`config.mk`:
```
export PLATFORM = sky130hd
export DESIGN_NAME = frame_packetizer
export DESIGN_NICKNAME = d
export VERILOG_FILES = /design/src/rtl/frame_packetizer.sv
export SDC_FILE = /design/constraint.sdc
export NUM_CORES = 1
export LEC_CHECK = 0
export CAP_MARGIN = 10
export CORE_UTILIZATION = 58
export CTS_CLUSTER_DIAMETER = 60
export CTS_CLUSTER_SIZE = 28
export DETAILED_ROUTE_END_ITERATION = 10
export PLACE_DENSITY = 0.81
export SYNTH_ARGS = -nofsm -noshare
export SYNTH_HDL_FRONTEND = slang
export SYNTH_SLANG_ARGS = --single-unit
```
`constraint.sdc`:
```
create_clock -name clk_i -period 4 [get_ports clk_i]
set_input_delay 0.8 -clock clk_i [delete_from_list [all_inputs] [get_ports clk_i]]
set_output_delay 0.8 -clock clk_i [all_outputs]
set_load 0.01 [all_outputs]
```
`src/rtl/frame_packetizer.sv`:
```
// frame_packetizer
// Wraps a stream of payload bytes into frames of the form
//   sync0, sync1, seq, payload[payload_len_p], checksum
// Header and trailer bytes come from internal state. Payload bytes pass
// through combinationally, so in PAYLOAD the block adds no latency and
// no storage.
//
// Handshake: a byte moves on a side only in a cycle where that side's
// valid and ready are both high.
//   - Input fire  = valid_i & ready_o
//   - Output fire = valid_o & ready_i
// A producer that raises valid must hold its data stable until the fire.
// valid_o never depends on ready_i. In PAYLOAD, valid_o mirrors valid_i
// and ready_o mirrors ready_i.
module frame_packetizer #(
  parameter int unsigned       width_p       = 8,
  parameter int unsigned       payload_len_p = 160,
  parameter logic [width_p-1:0] sync0_p      = 8'hA5,
  parameter logic [width_p-1:0] sync1_p      = 8'h5A
) (
  input  logic               clk_i,
  input  logic               reset_n_i,
  input  logic [width_p-1:0] data_i,
  input  logic               valid_i,
  output logic               ready_o,
  output logic [width_p-1:0] data_o,
  output logic               valid_o,
  input  logic               ready_i,
  output logic               last_o,
  output logic [2:0]         state_o
);

  // A frame of one payload byte still needs a 1-bit counter.
  localparam int cnt_w = (payload_len_p > 1) ? $clog2(payload_len_p) : 1;
  localparam logic [cnt_w-1:0] cnt_last = cnt_w'(payload_len_p - 1);

  localparam logic [2:0] st_idle    = 3'd0;
  localparam logic [2:0] st_sync0   = 3'd1;
  localparam logic [2:0] st_sync1   = 3'd2;
  localparam logic [2:0] st_seq     = 3'd3;
  localparam logic [2:0] st_payload = 3'd4;
  localparam logic [2:0] st_csum    = 3'd5;

  logic [2:0]         state_r;
  logic [width_p-1:0] seq_r;
  logic [width_p-1:0] csum_r;
  logic [cnt_w-1:0]   count_r;
  logic               in_fire;
  logic               out_fire;

  assign state_o  = state_r;
  assign in_fire  = valid_i & ready_o;
  assign out_fire = valid_o & ready_i;

  // Output decode. IDLE, which is also the reset state, drives all outputs low.
  always_comb begin
    valid_o = 1'b0;
    ready_o = 1'b0;
    data_o  = '0;
    last_o  = 1'b0;
    case (state_r)
      st_sync0: begin
        valid_o = 1'b1;
        data_o  = sync0_p;
      end
      st_sync1: begin
        valid_o = 1'b1;
        data_o  = sync1_p;
      end
      st_seq: begin
        valid_o = 1'b1;
        data_o  = seq_r;
      end
      st_payload: begin
        valid_o = valid_i;
        ready_o = ready_i;
        data_o  = data_i;
      end
      st_csum: begin
        valid_o = 1'b1;
        data_o  = csum_r;
        last_o  = 1'b1;
      end
      default: ;
    endcase
  end

  // Frame sequencing, sequence number, checksum and payload counter.
  always_ff @(posedge clk_i or negedge reset_n_i) begin
    if (!reset_n_i) begin
      state_r <= st_idle;
      seq_r   <= '0;
      csum_r  <= '0;
      count_r <= '0;
    end else begin
      case (state_r)
        st_idle: begin
          // No frame is started until payload is waiting; nothing is consumed here.
          if (valid_i) state_r <= st_sync0;
        end
        st_sync0: begin
          if (out_fire) state_r <= st_sync1;
        end
        st_sync1: begin
          if (out_fire) state_r <= st_seq;
        end
        st_seq: begin
          if (out_fire) begin
            csum_r  <= seq_r;
            state_r <= st_payload;
          end
        end
        st_payload: begin
          if (in_fire) begin
            csum_r <= csum_r + data_i;
            if (count_r == cnt_last) begin
              count_r <= '0;
              state_r <= st_csum;
            end else begin
              count_r <= count_r + cnt_w'(1);
            end
          end
        end
        st_csum: begin
          if (out_fire) begin
            seq_r   <= seq_r + width_p'(1);
            state_r <= st_idle;
          end
        end
        default: state_r <= st_idle;
      endcase
    end
  end

endmodule

```
==> summary.txt, run 1 <==
Outcome
  – Outcome: finished, violations left
  – Failing checks: DRC

Clocking
  – Setup bufs post-CTS: 0
  – Clk_lat worst skew: between 0.3 and 0.4 ns
  – H-Tree Level Count: 1
  – Worst-case clock buffer depth: 2
  – Gates resized, CTS repair: 0
  – Hold-fix buffers, CTS: 0
  – CTS tree: done
  – Worst-path clk slew: approximately 0.16 ns
  – Sink Count: 27
  – CTS Buf Count: 3
  – Root buffer cell: clkbuf_4

Run
  – MaxCap Viol Count: 0

Die
  – Width of the die: between 50 and 60 um
  – Die area: 0.00336 sq mm
  – I/O pin count: 26
  – Row count: 19
  – Die height: slightly below 60 um
  – Core Box Area: approximately 0.0029 sq mm
  – Initial Utilization: 0.638

Layout
  – Most common cell after layout, fill and taps aside: dfrtp_1
  – Core Util, Final: 0.739
  – Most frequent cells in the layout: dfrtp_1 (27), clkdlybuf4s50_1 (25), nand2_1 (13), nor2_1 (12)
  – Post-Layout Inst Area: around 0.0021 sq mm
  – P&R area growth vs syn: 16.0%
  – Layout Nets: 238
  – Fill count: 221
  – Share of cells above drive strength 1: 0.0605
  – # diodes: 0

Place
  – Placed Area: between 0.002 and 0.0025 sq mm
  – HPWL after DPL: 2.91 mm
  – IO Port Bufs: 25
  – GP Congestion: just under 0.9

Hold path
  – Min-Delay Path Class: reg -> reg
  – HP Start: count_r[4]
  – Min-Delay Endpoint: count_r[4]
  – Hold Path Stages: 1

Global routing
  – First-pass GRT wire length: ~6.7 mm
  – Grt total ovfl: 0
  – Tot GR Track Use: 0.258
  – Initial antenna violation count: 0
  – Vias in the first global route: roughly 1400
  – Largest net degree at the start of global routing: 28

Drt
  – Iteration-0 DRC Markers: 90
  – First-pass iteration count of the detailed router: 7
  – Via density: between 6 and 7
  – Via count: 1549
  – Drt wl/cell: about 16 um
  – Drc violations: 3
  – Total wire length: between 3 and 4 mm
  – Final ANT Viol Nets: 0

Worst setup path
  – CP endpoint kind: output port
  – CP Buf/Inv Count: 1
  – FF-to-FF path depth: 5
  – R2r setup slk: about 1.8 ns
  – Capturing point of the worst reg2reg path: csum_r[6]
  – Critical path fanouts, max: 22
  – Crit Path Class: reg -> out
  – Critical path, cell by cell: or3b_1 > nor2_1 > clkdlybuf4s50_1
  – Critical path's top delay family: simple AND/OR/NAND/NOR gates
  – WP depth: 3
  – Max incr delay on CP: roughly 0.73 ns
  – Crit path DAT: 2.48 ns
  – Worst setup SP type: flop
  – Origin of the critical flop-to-flop path: state_o[0]
  – Critical Path RT: 3.20 ns
  – Slowest cell on crit path: or3b_1

Yosys
  – Ys Warns: 0
  – Mapped Avg Cell Area: 9.43 sq um
  – Post-synth top flop: dfrtp_1
  – Post-synth ARST share: 1.00
  – Yosys reg bits: 27
  – Post-Syn Instances: between 150 and 200
  – Mapped Nets: roughly 220
  – EDFF count, synth: 0
  – Post-synthesis sequential area ratio: 0.371
  – Synth unique cells: 41
  – Synth Cell Area: 0.00182 sq mm

Timing
  – Max_slew headroom: 0.465
  – Skew final: slightly above 0.005 ns
  – Setup violators final: 0
  – Final Cycle Share: 0.819
  – RSZ-0062 raised after global routing: false
  – Slew Viols, Final: 0
  – Final min period: 3.28 ns
  – Final Hold Fails: 0
  – Fmax: roughly 300 MHz
  – Setup TNS: 0 ns
  – Slew @ Worst Pin: 0.802 ns

Power and ir drop
  – Pwr/cell area: approximately 620 mW/mm^2
  – Leakage power: 0.917 nW
  – Worst vdd ir: ~0.00032 V
[metrics by stage]
stage	std cells	power, mW	setup WS (ns)	hold WS, ns
finish	246	1.30	0.723	0.486
global route	246	1.40	0.619	0.497
CTS	246	1.30	0.735	0.483
detailed placement	242	1.18	1.04	0.463
global placement	242	1.16	1.05	0.458
floorplan	193	0.921	1.63	0.438
[sequential cells by signal (all words and copies together), names as in the netlist]
register  flops
count_r       8
csum_r        8
state_o       3
seq_r         8
[Yosys cell counts, drive strengths merged (3+ instances only)]
| library cell | count | area [sq um] |
|---|---|---|
| dfrtp | 27 | 676 |
| nand2 | 13 | 48.8 |
| nor2 | 12 | 45.0 |
| o21ai | 10 | 53.8 |
| a21oi | 9 | 45.0 |
| ha | 9 | 113 |
| mux2i | 9 | 90.1 |
| nand4 | 9 | 56.3 |
| nor2b | 9 | 63.8 |
| xnor2 | 9 | 78.8 |
| inv | 8 | 30.0 |
| o22ai | 8 | 50.1 |
| buf | 7 | 32.5 |
| xor2 | 7 | 61.3 |
| a211oi | 6 | 45.0 |
| nand3 | 5 | 25.0 |
| nor3 | 5 | 36.3 |
| a22o | 4 | 35.0 |
| and3 | 3 | 18.8 |
| nand2b | 3 | 18.8 |
[cell type report]
cell class	instances	area (sq um)	share of cell area
inverter	8	30.0	0.0142
clock inverter	1	7.51	0.00356
multi-input combinational	150	1080	0.511
tap	31	38.8	0.0184
sequential	27	676	0.320
timing repair buffer	26	258	0.122
clock buffer	3	22.5	0.0107
[worst max path at each step]
| stage | slack, ns | to | startpoint |
|---|---|---|---|
| floorplan | 1.63 | csum_r[6] | data_i[0] |
| global placement | 1.05 | ready_o | ready_i |
| detailed placement | 1.04 | csum_r[6] | data_i[0] |
| CTS | 0.74 | ready_o | state_o[0] |
| global route | 0.62 | ready_o | state_o[0] |
| finish | 0.72 | ready_o | state_o[0] |
[cells by family after synthesis]
| family | Yosys count | share of synthesized area |
|---|---|---|
| AND/OR/NAND/NOR | 68 | 0.221 |
| adder cells (fa/ha/maj) | 10 | 0.0729 |
| AO/OA/AOI/OAI | 45 | 0.160 |
| buffers and inverters | 16 | 0.0364 |
| XOR/XNOR | 16 | 0.0770 |
| multiplexers | 11 | 0.0619 |
| flip-flops | 27 | 0.371 |
[metal layers]
layer,track usage,vias up,part of all wire
li1,-,749,-
met1,0.365,755,0.47
met2,0.437,41,0.47
met3,0.0268,4,0.047
met4,0.0442,0,0.0068
met5,0,-,0
[where the power goes]
group | switching [mW] | internal [mW]
Clock | 0.0848 | 0.0382
Sequential | 0.153 | 0.346
Combinational | 0.310 | 0.370
Total | 0.548 | 0.754
Power figures use the tool's default switching activity.
==> run 2: changes to the inputs <==
--- a/config.mk
+++ b/config.mk
@@ -6,11 +6,11 @@
 export NUM_CORES = 1
 export LEC_CHECK = 0
 export CAP_MARGIN = 10
-export CORE_UTILIZATION = 58
+export CORE_UTILIZATION = 49
 export CTS_CLUSTER_DIAMETER = 60
 export CTS_CLUSTER_SIZE = 28
 export DETAILED_ROUTE_END_ITERATION = 10
-export PLACE_DENSITY = 0.81
+export PLACE_DENSITY = 0.73
 export SYNTH_ARGS = -nofsm -noshare
 export SYNTH_HDL_FRONTEND = slang
 export SYNTH_SLANG_ARGS = --single-unit
==> constraint.sdc (replaced) <==
create_clock -name clk_i -period 2.7 [get_ports clk_i]
set_input_delay 0.54 -clock clk_i [delete_from_list [all_inputs] [get_ports clk_i]]
set_output_delay 0.54 -clock clk_i [all_outputs]
set_load 0.01 [all_outputs]
==> run 2 against run 1 <==
Compared with the run above: the flow now finishes without violations; clock power increased by 89%; worst hold slack got worse by 0.0044 ns; combinational power increased by 54%; flip-flop and latch count unchanged; largest cell class unchanged; non-clock buffer count increased by 6; critical path type unchanged; setup slack got worse by 0.56 ns; sequential power increased by 42%; count of clock-buffer cells in the layout unchanged; design area increased by 4.0%; critical path depth increased by 1; critical endpoint is now data_o[6].
==> summary.txt, run 2 (synthesis results as in run 1) <==
Timing
  – Fmax: between 300 and 400 MHz
  – Final Cycle Share: 0.940
  – Final min period: 2.54 ns
  – Max_slew headroom: 0.686 (+0.220)
  – Slew @ Worst Pin: 0.471 ns (-0.330 ns)
  – Slew Viols, Final: 0 (unchanged)
  – Skew final: 0.00613 ns (+0.00103 ns)
  – Final Hold Fails: 0 (unchanged)
  – Min Hold Slack: 0.482 ns (-0.00439 ns)
  – Setup TNS: 0 ns (unchanged)
  – RSZ-0062 raised after global routing: false
  – Setup violators final: 0 (unchanged)

Layout
  – Fill count: 298 (+35%)
  – Share of cells above drive strength 1: 0.0905 (+0.0300)
  – Most common cell after layout, fill and taps aside: dfrtp_1
  – Sequential cell area: 677 sq um (+0.19%)
  – Layout Nets: 244 (+2.5%)
  – P&R area growth vs syn: 20.6%
  – Top flop regs: count_r: 8 flops, csum_r: 8 flops, seq_r: 8 flops
  – Most frequent cells in the layout: dfrtp_1 (26), clkdlybuf4s50_1 (25), nand2_1 (13), nor2_1 (12)
  – # diodes: 0 (unchanged)
  – Multi-input logic area: 0.00108 sq mm (unchanged)
  – Core Util, Final: 0.637 (-0.102)

Clocking
  – CTS Buf Count: 3 (unchanged)
  – Worst-case clock buffer depth: 2 (unchanged)
  – Gates resized, CTS repair: 1 (+1)
  – Sink Count: 27 (unchanged)
  – Hold-fix buffers, CTS: 0 (unchanged)
  – CTS tree: done
  – Root buffer cell: clkbuf_8
  – Worst-path clk slew: 0.10 ns (-0.06 ns)
  – H-Tree Level Count: 1 (unchanged)
  – Clk_lat worst skew: 0.27 ns (-0.06 ns)
  – Setup bufs post-CTS: 0 (unchanged)

Drt
  – First-pass iteration count of the detailed router: 4 (-3)
  – Drt wl/cell: 14.3 um (-11%)
  – Via count: 1513 (-2.3%)
  – Via density: 5.67 (-10%)
  – Final ANT Viol Nets: 0 (unchanged)
  – Iteration-0 DRC Markers: 79 (-12%)
  – Total wire length: 3.83 mm (-3.7%)
  – Drc violations: 0 (-3)

Worst setup path
  – R2r setup slk: 0.61 ns (-1.14 ns)
  – Crit Path Class: reg -> out
  – CP endpoint kind: output port
  – End of the critical path: data_o[6]
  – Origin of the critical flop-to-flop path: csum_r[0]
  – Worst setup SP type: flop
  – Critical path fanouts, max: 12 (-45%)
  – Critical path origin: state_o[2]
  – Critical Path RT: 2.16 ns (-1.04 ns)
  – Capturing point of the worst reg2reg path: csum_r[6]
  – Crit path DAT: 2.00 ns (-0.48 ns)
  – FF-to-FF path depth: 8 (+3)

Die
  – Row count: 21 (+2)
  – Width of the die: 62.9 um (+8.5%)
  – Initial Utilization: 0.529 (-0.109)
  – Core Box Area: 0.00344 sq mm (+21%)
  – Die area: 0.00396 sq mm (+18%)
  – I/O pin count: 26 (unchanged)
  – Die height: 62.9 um (+8.5%)

Power and ir drop
  – PnR Total Power: 2.00 mW (+54%)
  – Leakage power: 0.952 nW (+3.8%)
  – Pwr/cell area: 911 mW/mm^2 (+48%)
  – Worst vdd ir: 0.000587 V (+84%)

Global routing
  – First-pass GRT wire length: 6.62 mm (-0.82%)
  – Initial antenna violation count: 0 (unchanged)
  – Tot GR Track Use: 0.208 (-0.0492)
  – Grt total ovfl: 0 (unchanged)
  – Vias in the first global route: 1402 (-1.4%)
  – Largest net degree at the start of global routing: 28 (unchanged)

Outcome
  – Outcome: complete, no violations

Place
  – IO Port Bufs: 25 (unchanged)
  – HPWL after DPL: 2.97 mm (+1.9%)
  – GP Congestion: 0.870 (-0.18%)

Run
  – MaxCap Viol Count: 0 (unchanged)

Hold path
  – Min-Delay Path Class: reg -> reg
-- run 2: per-layer routing --
| layer | global-route usage | routed length, um | vias up |
|---|---|---|---|
| li1 | - | - | 753 |
| met1 | 0.295 | 1910 | 728 |
| met2 | 0.341 | 1810 | 30 |
| met3 | 0.0219 | 92 | 2 |
| met4 | 0.0436 | 21 | 0 |
| met5 | 0 | 0 | - |
-- run 2: worst max-delay path, stage by stage, from the launching register on --
cell and delay, ns:
dfrtp_1 0.51, buf_4 0.21, nand2b_1 0.24, o22ai_1 0.21
clkdlybuf4s50_1 0.56
-- run 2: cell type report --
cell class / count / share of cell area
clock inverter: 1 / 0.00342
multi-input combinational: 150 / 0.491
clock buffer: 3 / 0.0188
timing repair buffer: 32 / 0.138
tap: 46 / 0.0262
sequential: 27 / 0.309
inverter: 8 / 0.0137
-- run 2: worst min-delay path by stage --
stage	end	slack (ns)	cells after the start	from
finish	count_r[4]	0.48	1	count_r[4]
global route	count_r[4]	0.51	1	count_r[4]
CTS	count_r[4]	0.49	1	count_r[4]
detailed placement	count_r[4]	0.47	1	count_r[4]
global placement	count_r[4]	0.46	1	count_r[4]
floorplan	count_r[0]	0.24	0	reset_n_i
-- run 2: per-stage QoR --
stage / setup WS [ns] / area, sq um / std cells
global placement: 0.0868 / 2140 / 263
global route: 0.0351 / 2190 / 267
floorplan: 0.587 / 1820 / 193
detailed placement: 0.0259 / 2140 / 263
CTS: 0.142 / 2190 / 267
finish: 0.161 / 2190 / 267
-- run 2: power by group --
part	internal [mW]	switching, mW
Clock	0.105	0.129
Sequential	0.515	0.196
Combinational	0.574	0.481
==> run 3: changes to the inputs <==
--- a/config.mk
+++ b/config.mk
@@ -6,11 +6,14 @@
 export NUM_CORES = 1
 export LEC_CHECK = 0
 export CAP_MARGIN = 10
-export CORE_UTILIZATION = 49
+export CORE_MARGIN = 2
+export CORE_UTILIZATION = 57
 export CTS_CLUSTER_DIAMETER = 60
 export CTS_CLUSTER_SIZE = 28
 export DETAILED_ROUTE_END_ITERATION = 10
-export PLACE_DENSITY = 0.73
+export DONT_BUFFER_PORTS = 1
+export PLACE_DENSITY = 0.72
+export REMOVE_ABC_BUFFERS = 1
 export SYNTH_ARGS = -nofsm -noshare
 export SYNTH_HDL_FRONTEND = slang
 export SYNTH_SLANG_ARGS = --single-unit
==> run 3 against run 2 <==
Compared with the run above: largest power group unchanged; largest cell class unchanged; setup slack better by 0.084 ns; worst hold slack worse by 0.079 ns; highest routed layer unchanged; die area is 7.6% lower; register-to-register slack worse by 0.05 ns.
==> summary.txt, run 3 (synthesis results as in run 1) <==
Clocking
  – CTS tree: done
  – Clk_lat worst skew: 0.34 ns (+0.07 ns)
  – Worst-path clk slew: 0.15 ns (+0.05 ns)
  – Root buffer cell: clkbuf_4
  – CTS Buf Count: 3 (unchanged)
  – H-Tree Level Count: 1 (unchanged)
  – Worst-case clock buffer depth: 2 (unchanged)
  – Sink Count: 27 (unchanged)

Layout
  – Top flop regs: count_r: 8 flops, csum_r: 8 flops, seq_r: 8 flops
  – Share of cells above drive strength 1: 0.0872 (-0.00332)
  – Core Util, Final: 0.632 (-0.00567)
  – # diodes: 0 (unchanged)
  – Post-Layout Inst Area: 0.00193 sq mm (-12%)
  – Layout Nets: 218 (-11%)
  – P&R area growth vs syn: 5.98%
  – Finished Layout Cells: 239 (-10%)
  – Most common cell after layout, fill and taps aside: dfrtp_1
  – Fill count: 270 (-9.4%)
  – Most frequent cells in the layout: dfrtp_1 (27), nand2_1 (13), nor2_1 (12)

Worst setup path
  – Crit path DAT: 1.91 ns (-0.09 ns)
  – Slowest cell on crit path: or3b_1
  – Critical path, cell by cell: or3b_1 > nor2_1
  – Critical Path RT: 2.16 ns (about the same)
  – CP endpoint kind: output port
  – Crit Path Class: reg -> out
  – Critical path fanouts, max: 18 (+6)
  – Worst setup SP type: flop
  – Max incr delay on CP: 0.65 ns (+0.09 ns)

Global routing
  – Grt total ovfl: 0 (unchanged)
  – Vias in the first global route: 1401 (-0.071%)
  – First-pass GRT wire length: 6.33 mm (-4.3%)
  – Tot GR Track Use: 0.231 (+0.0227)
  – Largest net degree at the start of global routing: 28 (unchanged)
  – Initial antenna violation count: 0 (unchanged)

Power and ir drop
  – Worst vdd ir: 0.000430 V (-27%)
  – Leakage power: 0.850 nW (-11%)
  – Pwr/cell area: 906 mW/mm^2 (-0.54%)
  – PnR Total Power: 1.75 mW (-13%)

Timing
  – Final Hold Fails: 0 (unchanged)
  – Final min period: 2.45 ns (-0.0840 ns)
  – RSZ-0062 raised after global routing: false
  – Fmax: 407 MHz (+3.4%)
  – Setup TNS: 0 ns (unchanged)
  – Max_slew headroom: 0.510 (-0.175)
  – Final Cycle Share: 0.909 (-0.0311)
  – Slew Viols, Final: 0 (unchanged)
  – Final worst slack: 0.245 ns (+0.0840 ns)
  – Min Hold Slack: 0.402 ns (-0.0793 ns)
  – Slew @ Worst Pin: 0.734 ns (+0.263 ns)
  – Setup violators final: 0 (unchanged)
  – Skew final: 0.00322 ns (-0.00291 ns)

Drt
  – Drc violations: 0 (unchanged)
  – Via count: 1433 (-5.3%)
  – Final ANT Viol Nets: 0 (unchanged)
  – Via density: 6.00 (+5.8%)
  – Iteration-0 DRC Markers: 156 (+97%)
  – Drt wl/cell: 16.0 um (+12%)
  – First-pass iteration count of the detailed router: 4 (unchanged)
  – Total wire length: 3.83 mm (unchanged)

Die
  – Initial Utilization: 0.596 (+0.0674)
  – I/O pin count: 26 (unchanged)
  – Core Box Area: 0.00305 sq mm (-11%)
  – Width of the die: 60.5 um (-3.9%)
  – Row count: 20 (-4.8%)
  – Die area: 0.00366 sq mm (-7.6%)
  – Die height: 60.5 um (-3.9%)

Hold path
  – Min-Delay Path Class: in -> reg

Place
  – GP Congestion: 0.880 (+1.1%)
  – Placed Area: 0.00187 sq mm (-13%)
  – IO Port Bufs: 0 (-100%)
  – HPWL after DPL: 2.82 mm (-4.8%)
  – Worst slack, placed: 0.487 ns (+0.462 ns)
  – Cells after DPL: 233 (-11%)

Run
  – MaxCap Viol Count: 0 (unchanged)

Outcome
  – Outcome: complete, no violations
[run 3: cell count changes in the layout (fill, tap and decap cells not counted)]
cell             change
buf_12               +1
dfrtp_1              +1
buf_4                -3
clkbuf_4             +3
clkdlybuf4s50_1     -25
dlygate4sd3_1        +1
clkbuf_8             -3
dfrtp_2              -1
[run 3: area by class of cell]
type | count | area (sq um) | share of cell area
Inverter | 8 | 30.0 | 0.0156
Multi-Input combinational cell | 150 | 1080 | 0.559
Sequential cell | 27 | 676 | 0.350
Timing Repair Buffer | 6 | 60.1 | 0.0311
Clock buffer | 3 | 22.5 | 0.0117
Tap cell | 44 | 55.1 | 0.0286
Clock inverter | 1 | 7.51 | 0.00389
[run 3: per-layer routing]
metal / routed length [um] / GRT usage / vias to the layer above
met5: 0 / 0 / -
met4: 48 / 0.0839 / 0
met3: 200 / 0.0384 / 5
met2: 1780 / 0.374 / 33
met1: 1800 / 0.314 / 691
li1: - / - / 704
[run 3: critical path, delay by kind of cell (launching register included)]
kind | cells | cell delay (ns)
flops | 1 | 0.63
simple gates | 2 | 0.94
[run 3: final timing paths]
kind | start | end | slack [ns] | cells past startpoint
worst max-delay path | state_o[1] | ready_o | 0.25 | 2
worst min-delay path | ready_i | csum_r[7] | 0.40 | 2
worst max register to register | state_o[1] | csum_r[6] | 0.56 | 5
worst min register to register | count_r[4] | count_r[4] | 0.48 | 1
max in group asynchronous | reset_n_i | seq_r[6] | 1.95 | 2
min in group asynchronous | reset_n_i | count_r[7] | 0.60 | 2
[run 3: what timing repair did]
| action | 4_1_cts | 5_1_grt |
|---|---|---|
| hold buffers | 2 | 0 |
| setup buffers | 0 | 0 |
| endpoints found under the hold margin | 27 | 0 |
| resized for setup | 0 | 0 |
[run 3: power by group]
group | switching [mW] | internal, mW | total, mW
Sequential | 0.185 | 0.513 | 0.698
Combinational | 0.469 | 0.390 | 0.859
Clock | 0.134 | 0.0570 | 0.191
Total | 0.787 | 0.961 | 1.75
